--- src/rtl/sprite_vga_pkg.sv ---
// Shared constants and types for the sprite VGA demo: default 640x480@60 timing,
// palette and game state encoding.
package sprite_vga_pkg;
    localparam int CNT_W = 10;

    localparam int DEF_H_ACTIVE    = 640;
    localparam int DEF_H_FP        = 16;
    localparam int DEF_H_SYNC      = 96;
    localparam int DEF_H_BP        = 48;
    localparam int DEF_V_ACTIVE    = 480;
    localparam int DEF_V_FP        = 10;
    localparam int DEF_V_SYNC      = 2;
    localparam int DEF_V_BP        = 33;
    localparam int DEF_SPRITE_SIZE = 32;
    localparam int DEF_STEP        = 4;

    localparam logic [23:0] COL_BG_IDLE = 24'h000040;
    localparam logic [23:0] COL_SPRITE  = 24'hFF0000;
    localparam logic [23:0] COL_BLACK   = 24'h000000;
    localparam logic [23:0] COL_BORDER  = 24'hFFFFFF;

    typedef enum logic {
        IDLE = 1'b0,
        PLAY = 1'b1
    } game_state_e;
endpackage

--- src/rtl/vga_timing.sv ---
// Horizontal/vertical pixel counters with combinational sync, active-region
// and end-of-frame tick decode.
module vga_timing
    import sprite_vga_pkg::*;
#(
    parameter int H_ACTIVE = DEF_H_ACTIVE,
    parameter int H_FP     = DEF_H_FP,
    parameter int H_SYNC   = DEF_H_SYNC,
    parameter int H_BP     = DEF_H_BP,
    parameter int V_ACTIVE = DEF_V_ACTIVE,
    parameter int V_FP     = DEF_V_FP,
    parameter int V_SYNC   = DEF_V_SYNC,
    parameter int V_BP     = DEF_V_BP
) (
    input  logic             i_clk,
    input  logic             i_rst,
    output logic [CNT_W-1:0] o_h_cnt,
    output logic [CNT_W-1:0] o_v_cnt,
    output logic             o_hs,
    output logic             o_vs,
    output logic             o_active,
    output logic             o_frame_tick
);
    localparam logic [CNT_W-1:0] H_VIS  = CNT_W'(H_ACTIVE);
    localparam logic [CNT_W-1:0] HS_BEG = CNT_W'(H_ACTIVE + H_FP);
    localparam logic [CNT_W-1:0] HS_END = CNT_W'(H_ACTIVE + H_FP + H_SYNC);
    localparam logic [CNT_W-1:0] H_LAST = CNT_W'(H_ACTIVE + H_FP + H_SYNC + H_BP - 1);
    localparam logic [CNT_W-1:0] V_VIS  = CNT_W'(V_ACTIVE);
    localparam logic [CNT_W-1:0] VS_BEG = CNT_W'(V_ACTIVE + V_FP);
    localparam logic [CNT_W-1:0] VS_END = CNT_W'(V_ACTIVE + V_FP + V_SYNC);
    localparam logic [CNT_W-1:0] V_LAST = CNT_W'(V_ACTIVE + V_FP + V_SYNC + V_BP - 1);

    logic [CNT_W-1:0] h_cnt_q, h_cnt_d;
    logic [CNT_W-1:0] v_cnt_q, v_cnt_d;

    always_comb begin
        h_cnt_d = h_cnt_q + CNT_W'(1);
        v_cnt_d = v_cnt_q;
        if (h_cnt_q == H_LAST) begin
            h_cnt_d = '0;
            v_cnt_d = (v_cnt_q == V_LAST) ? '0 : v_cnt_q + CNT_W'(1);
        end
    end

    always_ff @(posedge i_clk or posedge i_rst) begin
        if (i_rst) begin
            h_cnt_q <= '0;
            v_cnt_q <= '0;
        end else begin
            h_cnt_q <= h_cnt_d;
            v_cnt_q <= v_cnt_d;
        end
    end

    assign o_h_cnt      = h_cnt_q;
    assign o_v_cnt      = v_cnt_q;
    assign o_hs         = !((h_cnt_q >= HS_BEG) && (h_cnt_q < HS_END));
    assign o_vs         = !((v_cnt_q >= VS_BEG) && (v_cnt_q < VS_END));
    assign o_active     = (h_cnt_q < H_VIS) && (v_cnt_q < V_VIS);
    assign o_frame_tick = (h_cnt_q == H_LAST) && (v_cnt_q == V_LAST);
endmodule

--- src/rtl/sprite_vga_top.sv ---
// Sprite demo top: input synchronisers, IDLE/PLAY game FSM, key-driven sprite and
// registered VGA outputs. Define SCREEN_BORDER_EN to draw a white frame border in PLAY.
module sprite_vga_top
    import sprite_vga_pkg::*;
#(
    parameter int H_ACTIVE    = DEF_H_ACTIVE,
    parameter int H_FP        = DEF_H_FP,
    parameter int H_SYNC      = DEF_H_SYNC,
    parameter int H_BP        = DEF_H_BP,
    parameter int V_ACTIVE    = DEF_V_ACTIVE,
    parameter int V_FP        = DEF_V_FP,
    parameter int V_SYNC      = DEF_V_SYNC,
    parameter int V_BP        = DEF_V_BP,
    parameter int SPRITE_SIZE = DEF_SPRITE_SIZE,
    parameter int STEP        = DEF_STEP
) (
    input  logic       i_clk,
    input  logic       i_rst_n,
    input  logic       i_key2,
    input  logic       i_key3,
    input  logic       i_sw0,
    input  logic       i_start,
    output logic [7:0] VGA_R,
    output logic [7:0] VGA_G,
    output logic [7:0] VGA_B,
    output logic       VGA_CLK,
    output logic       VGA_BLANK_N,
    output logic       VGA_HS,
    output logic       VGA_VS,
    output logic       VGA_SYNC_N,
    output logic       state
);
    localparam logic [CNT_W-1:0] STEP_V = CNT_W'(STEP);
    localparam logic [CNT_W-1:0] X_MAX  = CNT_W'(H_ACTIVE - SPRITE_SIZE);
    localparam logic [CNT_W-1:0] Y_MAX  = CNT_W'(V_ACTIVE - SPRITE_SIZE);
    localparam logic [CNT_W-1:0] X_RST  = CNT_W'((H_ACTIVE - SPRITE_SIZE) / 2);
    localparam logic [CNT_W-1:0] Y_RST  = CNT_W'((V_ACTIVE - SPRITE_SIZE) / 2);
    localparam logic [CNT_W:0]   SIZE_W = (CNT_W + 1)'(SPRITE_SIZE);
`ifdef SCREEN_BORDER_EN
    localparam logic [CNT_W-1:0] H_EDGE = CNT_W'(H_ACTIVE - 1);
    localparam logic [CNT_W-1:0] V_EDGE = CNT_W'(V_ACTIVE - 1);
`endif

    // Saturating move of one coordinate; opposing keys cancel.
    function automatic logic [CNT_W-1:0] step_coord(input logic [CNT_W-1:0] c,
                                                    input logic [CNT_W-1:0] lim,
                                                    input logic inc, input logic dec);
        logic [CNT_W:0] sum;
        sum        = {1'b0, c} + {1'b0, STEP_V};
        step_coord = c;
        if (inc && !dec)
            step_coord = (sum > {1'b0, lim}) ? lim : sum[CNT_W-1:0];
        else if (dec && !inc)
            step_coord = (c < STEP_V) ? '0 : c - STEP_V;
    endfunction

    logic [CNT_W-1:0] h_cnt, v_cnt;
    logic             hs_c, vs_c, active, frame_tick;
    logic [3:0]       sync1_q, sync1_d, sync2_q, sync2_d;
    logic             key2_s, key3_s, sw0_s, start_s;
    game_state_e      state_q, state_d;
    logic [CNT_W-1:0] x_q, x_d, y_q, y_d;
    logic             in_sprite;
    logic [23:0]      rgb_q, rgb_d;
    logic             hs_q, hs_d, vs_q, vs_d, blank_n_q, blank_n_d;

    vga_timing #(
        .H_ACTIVE(H_ACTIVE), .H_FP(H_FP), .H_SYNC(H_SYNC), .H_BP(H_BP),
        .V_ACTIVE(V_ACTIVE), .V_FP(V_FP), .V_SYNC(V_SYNC), .V_BP(V_BP)
    ) u_timing (
        .i_clk       (i_clk),
        .i_rst       (i_rst_n),
        .o_h_cnt     (h_cnt),
        .o_v_cnt     (v_cnt),
        .o_hs        (hs_c),
        .o_vs        (vs_c),
        .o_active    (active),
        .o_frame_tick(frame_tick)
    );

    assign {start_s, sw0_s, key3_s, key2_s} = sync2_q;

    always_comb begin
        sync1_d = {i_start, i_sw0, i_key3, i_key2};
        sync2_d = sync1_q;
        state_d = state_q;
        if (state_q == IDLE && start_s)
            state_d = PLAY;
        x_d = x_q;
        y_d = y_q;
        if (state_q == PLAY && frame_tick) begin
            if (sw0_s) y_d = step_coord(y_q, Y_MAX, key3_s, key2_s);
            else       x_d = step_coord(x_q, X_MAX, key3_s, key2_s);
        end
    end

    assign in_sprite = (h_cnt >= x_q) && ({1'b0, h_cnt} < {1'b0, x_q} + SIZE_W) &&
                       (v_cnt >= y_q) && ({1'b0, v_cnt} < {1'b0, y_q} + SIZE_W);

    always_comb begin
        rgb_d = COL_BLACK;
        if (active) begin
            if (state_q == IDLE)
                rgb_d = COL_BG_IDLE;
            else if (in_sprite)
                rgb_d = COL_SPRITE;
`ifdef SCREEN_BORDER_EN
            else if (h_cnt == '0 || h_cnt == H_EDGE || v_cnt == '0 || v_cnt == V_EDGE)
                rgb_d = COL_BORDER;
`endif
        end
        hs_d      = hs_c;
        vs_d      = vs_c;
        blank_n_d = active;
    end

    always_ff @(posedge i_clk or posedge i_rst_n) begin
        if (i_rst_n) begin
            sync1_q   <= '0;
            sync2_q   <= '0;
            state_q   <= IDLE;
            x_q       <= X_RST;
            y_q       <= Y_RST;
            rgb_q     <= '0;
            hs_q      <= 1'b1;
            vs_q      <= 1'b1;
            blank_n_q <= 1'b0;
        end else begin
            sync1_q   <= sync1_d;
            sync2_q   <= sync2_d;
            state_q   <= state_d;
            x_q       <= x_d;
            y_q       <= y_d;
            rgb_q     <= rgb_d;
            hs_q      <= hs_d;
            vs_q      <= vs_d;
            blank_n_q <= blank_n_d;
        end
    end

    assign {VGA_R, VGA_G, VGA_B} = rgb_q;
    assign VGA_HS      = hs_q;
    assign VGA_VS      = vs_q;
    assign VGA_BLANK_N = blank_n_q;
    assign VGA_CLK     = i_clk;
    assign VGA_SYNC_N  = 1'b0;
    assign state       = (state_q == PLAY);
endmodule

--- config.mk ---
export PLATFORM = sky130hd
export DESIGN_NAME = sprite_vga_top
export DESIGN_NICKNAME = d
export VERILOG_FILES = /design/src/rtl/sprite_vga_pkg.sv /design/src/rtl/vga_timing.sv /design/src/rtl/sprite_vga_top.sv
export SDC_FILE = /design/constraint.sdc
export NUM_CORES = 1
export LEC_CHECK = 0
export CORE_AREA = 5 5 85 87
export DETAILED_ROUTE_END_ITERATION = 8
export DIE_AREA = 0 0 90 92
export GPL_ROUTABILITY_DRIVEN = 0
export PLACE_DENSITY_LB_ADDON = 0.12
export SLEW_MARGIN = 20
export SYNTH_ARGS = -nofsm -noshare
export SYNTH_HDL_FRONTEND = slang
export SYNTH_SLANG_ARGS = --single-unit
--- constraint.sdc ---
create_clock -name i_clk -period 6.3 [get_ports i_clk]
set_clock_uncertainty 0.2 [all_clocks]
set_input_delay 1.26 -clock i_clk [delete_from_list [all_inputs] [get_ports i_clk]]
set_output_delay 1.26 -clock i_clk [all_outputs]
set_load 0.02 [all_outputs]
==> impl_metrics.tcl, run 1 <==
set metrics [dict create \
    status "completed" \
    switching_share_pct 24.12 \
    antenna_cells 0 \
    place_area_um2 3851 \
    post_cts_buffers 0 \
    clock_latency_ns 0.42 \
    ir_worst_vdd_mv 0.1907 \
    synth-seq-cells 50 \
    switchingPower_mw 0.1589 \
    numPortBuffers 19 \
    dp_hpwl_mm 5.695 \
    die-area_um2 8280 \
    reg2regPathDepth 8 \
    wl_mm 7.938 \
    p_leak_nw 1.738 \
    hold_buffers 0 \
    ys_async_sr_fraction_pct 100.0 \
    grt_use_total_pct 19.74 \
    synth_area_um2 3760 \
    synth_top_flop_cell "dfrtp_1" \
    r2r_end "x_q[7]" \
    power_frac_comb_pct 4.1 \
    yosysSeqAreaShare_pct 33.54 \
    drc 0 \
    fillCellCount 550 \
    num_rows 29 \
    synth_edf_count 0 \
    syn_avg_cell_area_um2 8.805 \
    power.density_nw_per_um2 164.4 \
    cts_tree "done" \
    hold_class "register to register" \
    crit_start "i_clk" \
    rsz0062_at_grt "no" \
    antenna_left 0 \
    grt_max_degree 51 \
    power_frac_seq_pct 49.2 \
    drtIter0Drc 190 \
    ys_types 65 \
    via_per_inst 6.022 \
    max_cap_violations 0 \
    ys_top_cells_by_area "dfrtp_1 (28%), ha_1 (13%), dfstp_2 (5.6%)" \
    drive_gt1_share_pct 6.944 \
    p_int_mw 0.4998 \
    io_pins 36 \
    pwr-share-clk_pct 46.7 \
    start_util_pct 59.90 \
    grt_remaining_overflow 0 \
    r2r_start "x_q[2]" \
    total_power_mw 0.6587 \
    routedWlPerCell_um 15.60 \
    final_nets 477 \
    cts-resized-gates 0 \
    tns_ns 0 \
    area_growth_pct 6.556 \
    synth_top_area_share_pct 27.95 \
    clk_pin_slew_ns 0.09 \
    seqCellArea_um2 1261 \
    coreArea_um2 6277 \
    synth_top_area_cell "dfrtp_1" \
    holdPathEnd "sync2_q[3]" \
    min_path_cells 0 \
    yosys_warnings 0 \
    vias 3065 \
    grt_pass1_vias 2958 \
    multiInputGateArea_um2 2180 \
    hold_violations 0 \
    grt_pass1_wl_mm 13.71 \
    finalInstanceArea_um2 4006 \
    grt_antenna_before_repair 0 \
    slew-limit-headroom_pct 43.29 \
    r2r_slack_ns 3.61 \
    tightest_slew_ns 0.8497 \
    min-delay-start "sync1_q[3]" \
    criticalPathCategory "clock port to output port" \
    synth_cells 427 \
    setup_viol 0 \
    cp_max_fo 2 \
    cp.arrival_ns 3.90 \
    report.final.slew_viol_count 0 \
    startpoint_type "clock port" \
    firstDrtPassIters 5 \
    die_x_um 90 \
    endpoint_kind "output port" \
    required_ns 4.84 \
    fp.dieH_um 92 \
]
[how the worst max path moves through the flow]
| stage | endpoint | slack, ns |
|---|---|---|
| after global routing | VGA_CLK | 0.91 |
| after detailed placement | VGA_CLK | 1.18 |
| after global placement | VGA_CLK | 1.18 |
| after CTS | VGA_CLK | 0.93 |
| final | VGA_CLK | 0.94 |
| after floorplan | VGA_CLK | 1.56 |
[power by group through the flow]
stage          Sequential (mW)  Clock (mW)  Combinational, mW
2_1_floorplan            0.330      0.0185             0.0278
3_3_place_gp             0.330      0.0213             0.0266
3_5_place_dp             0.330      0.0213             0.0269
4_1_cts                  0.324       0.315             0.0270
5_1_grt                  0.325       0.329             0.0306
6_report                 0.324       0.308             0.0268
[metal layers]
metal	global-route usage, %	wire [um]	up-vias
li1	-	-	1513
met1	26.08	3687	1452
met4	7.692	143	0
met3	4.010	449	17
met2	31.89	3657	83
met5	0	0	-
[critical path, cell delays in order]
cell and delay, ns:
clkbuf_8 0.11, clkbuf_8 0.12, clkdlybuf4s50_1 0.52
[sequential cells by signal, summed over array words and instances, names as in the netlist]
signal	cells
sync1_q	4
rgb_q	2
sync2_q	4
x_q	8
state	1
VGA_VS	1
u_timing.o_h_cnt	10
VGA_BLANK_N	1
VGA_HS	1
y_q	8
u_timing.o_v_cnt	10
[layout by cell type, fill, tap and decap left out, types with 3 or more instances in the layout]
cell type,instances
nor2b_1,8
o211ai_1,6
a311oi_1,3
a22oi_1,3
or3_1,5
inv_1,26
nand3_1,17
dfrtp_1,42
xor2_1,6
dfstp_2,8
nor4_1,4
o22a_1,3
nand4_1,15
conb_1,16
o21ai_0,25
clkdlybuf4s50_1,19
and3_1,5
and2_1,3
a31oi_1,3
nor3_1,13
clkbuf_8,8
ha_1,40
xnor2_1,12
o21ai_1,8
nor2_1,22
a21oi_1,27
o31ai_1,7
nand2_1,28
[cell type report]
class | count | share of cell area [%]
Timing Repair Buffer | 20 | 4.872
Clock inverter | 3 | 1.093
Multi-Input combinational cell | 321 | 54.40
Inverter | 29 | 2.748
Sequential cell | 50 | 31.48
Tap cell | 77 | 2.405
Clock buffer | 9 | 2.998
[cell families after synthesis]
group,Yosys count,share of synthesized area (%)
XOR/XNOR,18,4.193
AND/OR/NAND/NOR,140,20.67
other,1,0.09974
buffers and inverters,71,9.983
flip-flops,50,33.54
multiplexers,1,0.2662
AO/OA/AOI/OAI,106,17.94
adder cells (fa/ha/maj),40,13.31
[per-stage QoR]
stage	instances	hold WS, ns	setup slack, ns	utilization [%]
CTS	509	0.1572	0.9259	63.80
finish	509	0.1555	0.9352	63.82
global route	509	0.1655	0.9136	63.82
floorplan	442	0.1312	1.556	-
detailed placement	498	0.1347	1.182	61.35
global placement	498	0.1336	1.182	61.35
[cells in the mapped netlist (3+ instances only)]
cell and n:
a21oi_1 27, a22oi_1 3, a311oi_1 3, a31oi_1 3, and2_1 3, and3_1 5, buf_2 8, buf_4 26
clkbuf_1 7, dfrtp_1 42, dfstp_2 8, ha_1 40, inv_1 27, nand2_1 28, nand3_1 17, nand4_1 15
nor2_1 22, nor2b_1 8, nor3_1 13, nor4_1 4, o211ai_1 6, o21ai_0 25, o21ai_1 8, o22a_1 3
o31ai_1 7, or3_1 5, xnor2_1 12, xor2_1 6
Power figures use the tool's default switching activity.
==> run 2: changes to the inputs <==
--- a/config.mk
+++ b/config.mk
@@ -5,12 +5,13 @@
 export SDC_FILE = /design/constraint.sdc
 export NUM_CORES = 1
 export LEC_CHECK = 0
-export CORE_AREA = 5 5 85 87
+export CORE_AREA = 5 5 86 88
 export DETAILED_ROUTE_END_ITERATION = 8
-export DIE_AREA = 0 0 90 92
+export DIE_AREA = 0 0 91 93
 export GPL_ROUTABILITY_DRIVEN = 0
 export PLACE_DENSITY_LB_ADDON = 0.12
 export SLEW_MARGIN = 20
 export SYNTH_ARGS = -nofsm -noshare
 export SYNTH_HDL_FRONTEND = slang
+export SYNTH_HIERARCHICAL = 1
 export SYNTH_SLANG_ARGS = --single-unit
==> impl_metrics.tcl, run 2 <==
set metrics [dict create \
    status "completed" \
    startpoint_type "clock port" \
    cts_tree "done" \
    synth_top_area_share_pct 27.56 \
    cts-resized-gates 0 \
    grt_pass1_wl_mm 13.99 \
    rsz0062_at_grt "no" \
    io_pins 36 \
    use_met3_pct 3.459 \
    slew-limit-headroom_pct 35.11 \
    tns_ns 0 \
    clock_latency_ns 0.42 \
    drc 0 \
    post_cts_buffers 0 \
    required_ns 4.84 \
    drtIter0Drc 110 \
    p_int_mw 0.4965 \
    ir_worst_vdd_mv 0.2008 \
    synth_top_flop_cell "dfrtp_1" \
    routedWlPerCell_um 16.14 \
    wl_mm 8.213 \
    slowest_delay_ns 0.52 \
    cp_max_fo 2 \
    power_frac_comb_pct 3.8 \
    power_frac_seq_pct 49.8 \
    synth.most_common_cell "dfrtp_1" \
    setup_viol 0 \
    p_leak_nw 1.710 \
    synth_edf_count 0 \
    num_rows 30 \
    slowest_stage "clkdlybuf4s50_1" \
    path_common_cell "clkbuf_8" \
    synth_area_um2 3814 \
    min-delay-start "sync1_q[1]" \
    drive_gt1_share_pct 7.925 \
    ys_async_sr_fraction_pct 100.0 \
    start_util_pct 58.06 \
    grt_use_total_pct 20.18 \
    grt_remaining_overflow 0 \
    yosysSeqAreaShare_pct 33.07 \
    r2r_start "u_timing/o_h_cnt[5]" \
    hold_violations 0 \
    antenna_left 0 \
    dp_hpwl_mm 6.035 \
    switchingPower_mw 0.1547 \
    via_per_inst 5.955 \
    switching_share_pct 23.75 \
    die_x_um 91 \
    min_path_cells 0 \
    holdWs_ns 0.1447 \
    use_met2_pct 33.71 \
    pwr-share-clk_pct 46.3 \
    synth_cells 424 \
    synth_top_area_cell "dfrtp_1" \
    cp.arrival_ns 3.90 \
    area_growth_pct 6.102 \
    die-area_um2 8463 \
    grt-busiest-layer "met2" \
    power.density_nw_per_um2 160.9 \
    coreArea_um2 6569 \
    yosys_warnings 6 \
    grt_pass1_vias 2999 \
    syn_avg_cell_area_um2 8.994 \
    fp.dieH_um 93 \
    ys_types 64 \
    final_nets 476 \
    reg2regPathDepth 7 \
    tightest_slew_ns 0.9697 \
    hold_buffers 0 \
    grt_max_degree 31 \
    use_met1_pct 25.55 \
    ys_top_cells_by_area "dfrtp_1 (28%), ha_1 (13%), dfstp_2 (5.5%)" \
    layout.cells.most_common "dfrtp_1" \
    crit_chain "clkbuf_8, clkbuf_8, clkdlybuf4s50_1" \
    holdPathEnd "sync2_q[1]" \
    max_cap_violations 0 \
    numPortBuffers 19 \
    r2r_end "x_q[6]" \
    criticalPathCategory "clock port to output port" \
    antenna_cells 0 \
    final_cell_mix "dfrtp_1 (42), ha_1 (41), inv_1 (33)" \
    grt_antenna_before_repair 0 \
    clk_pin_slew_ns 0.10 \
    firstDrtPassIters 5 \
    r2r_slack_ns 2.72 \
    vias 3031 \
    synthTopCellsByCount "dfrtp_1 (42), ha_1 (41), inv_1 (33), nand2_1 (28), nor2_1 (27)" \
    endpoint_kind "output port" \
    report.final.slew_viol_count 0 \
    hold_class "register to register" \
    synth-seq-cells 50 \
    fillCellCount 563 \
]
run 2: cell types whose count changed in the layout (fill, tap and decap cells not counted), moves of 5 or more:
cell	before	now
nor2b_1	8	1
inv_1	26	33
o31ai_1	7	1
o21ai_1	8	2
nor2_1	22	27
a21oi_1	27	14
nand4_1	15	8
nand3_1	17	24
xnor2_1	12	21
run 2: cell type report:
type                    count  area [um2]  area share, %
clock buffers               9       120.1          2.968
clock inverters             2       38.79         0.9586
inverters                  33       123.9          3.061
multi-input cells         316        2215          54.73
flip-flops and latches     50        1261          31.17
well taps                  80       100.1          2.474
repair buffers             19       187.7          4.638
run 2: layer usage:
layer	part of all wire [%]	up-vias	wire length [um]
li1	-	1499	-
met4	1.9	0	155
met2	48	71	3963
met3	3.6	12	293
met1	46	1449	3800
met5	0	-	0
run 2: worst max path at each step:
stage | startpoint | end | slack, ns | cells after the start
after floorplan | i_clk | VGA_CLK | 1.56 | 1
after global placement | i_clk | VGA_CLK | 1.18 | 1
after detailed placement | i_clk | VGA_CLK | 1.18 | 1
after CTS | i_clk | VGA_CLK | 0.93 | 3
after global routing | i_clk | VGA_CLK | 0.92 | 3
final | i_clk | VGA_CLK | 0.94 | 3
run 2: cells by family after synthesis:
group	after synthesis	share of synthesized area, %
AOI/OAI and AO/OA	94	16.96
muxes	2	0.5905
xor gates and xnor gates	26	5.971
and+or+nand+nor	137	19.52
adders and majority gates	41	13.45
other	1	0.09833
DFF	50	33.07
buffers and inverters	73	10.33
run 2: worst max-delay path, delay by kind of cell:
family	cells	cell delay [ns]
buffers and inverters	3	0.75
run 2: stage by stage:
stage	cell area, um2	utilization (%)	total power [mW]	instances	setup slack [ns]
after global placement	3897	59.33	0.3765	499	1.182
after detailed placement	3897	59.33	0.3768	499	1.182
after floorplan	3870	-	0.3737	439	1.556
final	4046	61.60	0.6512	509	0.9419
after CTS	4046	61.60	0.6570	509	0.9345
after global routing	4046	61.60	0.6784	509	0.9204
run 2: power groups by stage:
stage	Sequential, mW	Clock, mW	Combinational, mW
floorplan	0.330	0.0185	0.0250
global placement	0.330	0.0213	0.0248
detailed placement	0.331	0.0213	0.0250
CTS	0.324	0.308	0.0251
global route	0.325	0.326	0.0280
finish	0.324	0.302	0.0250
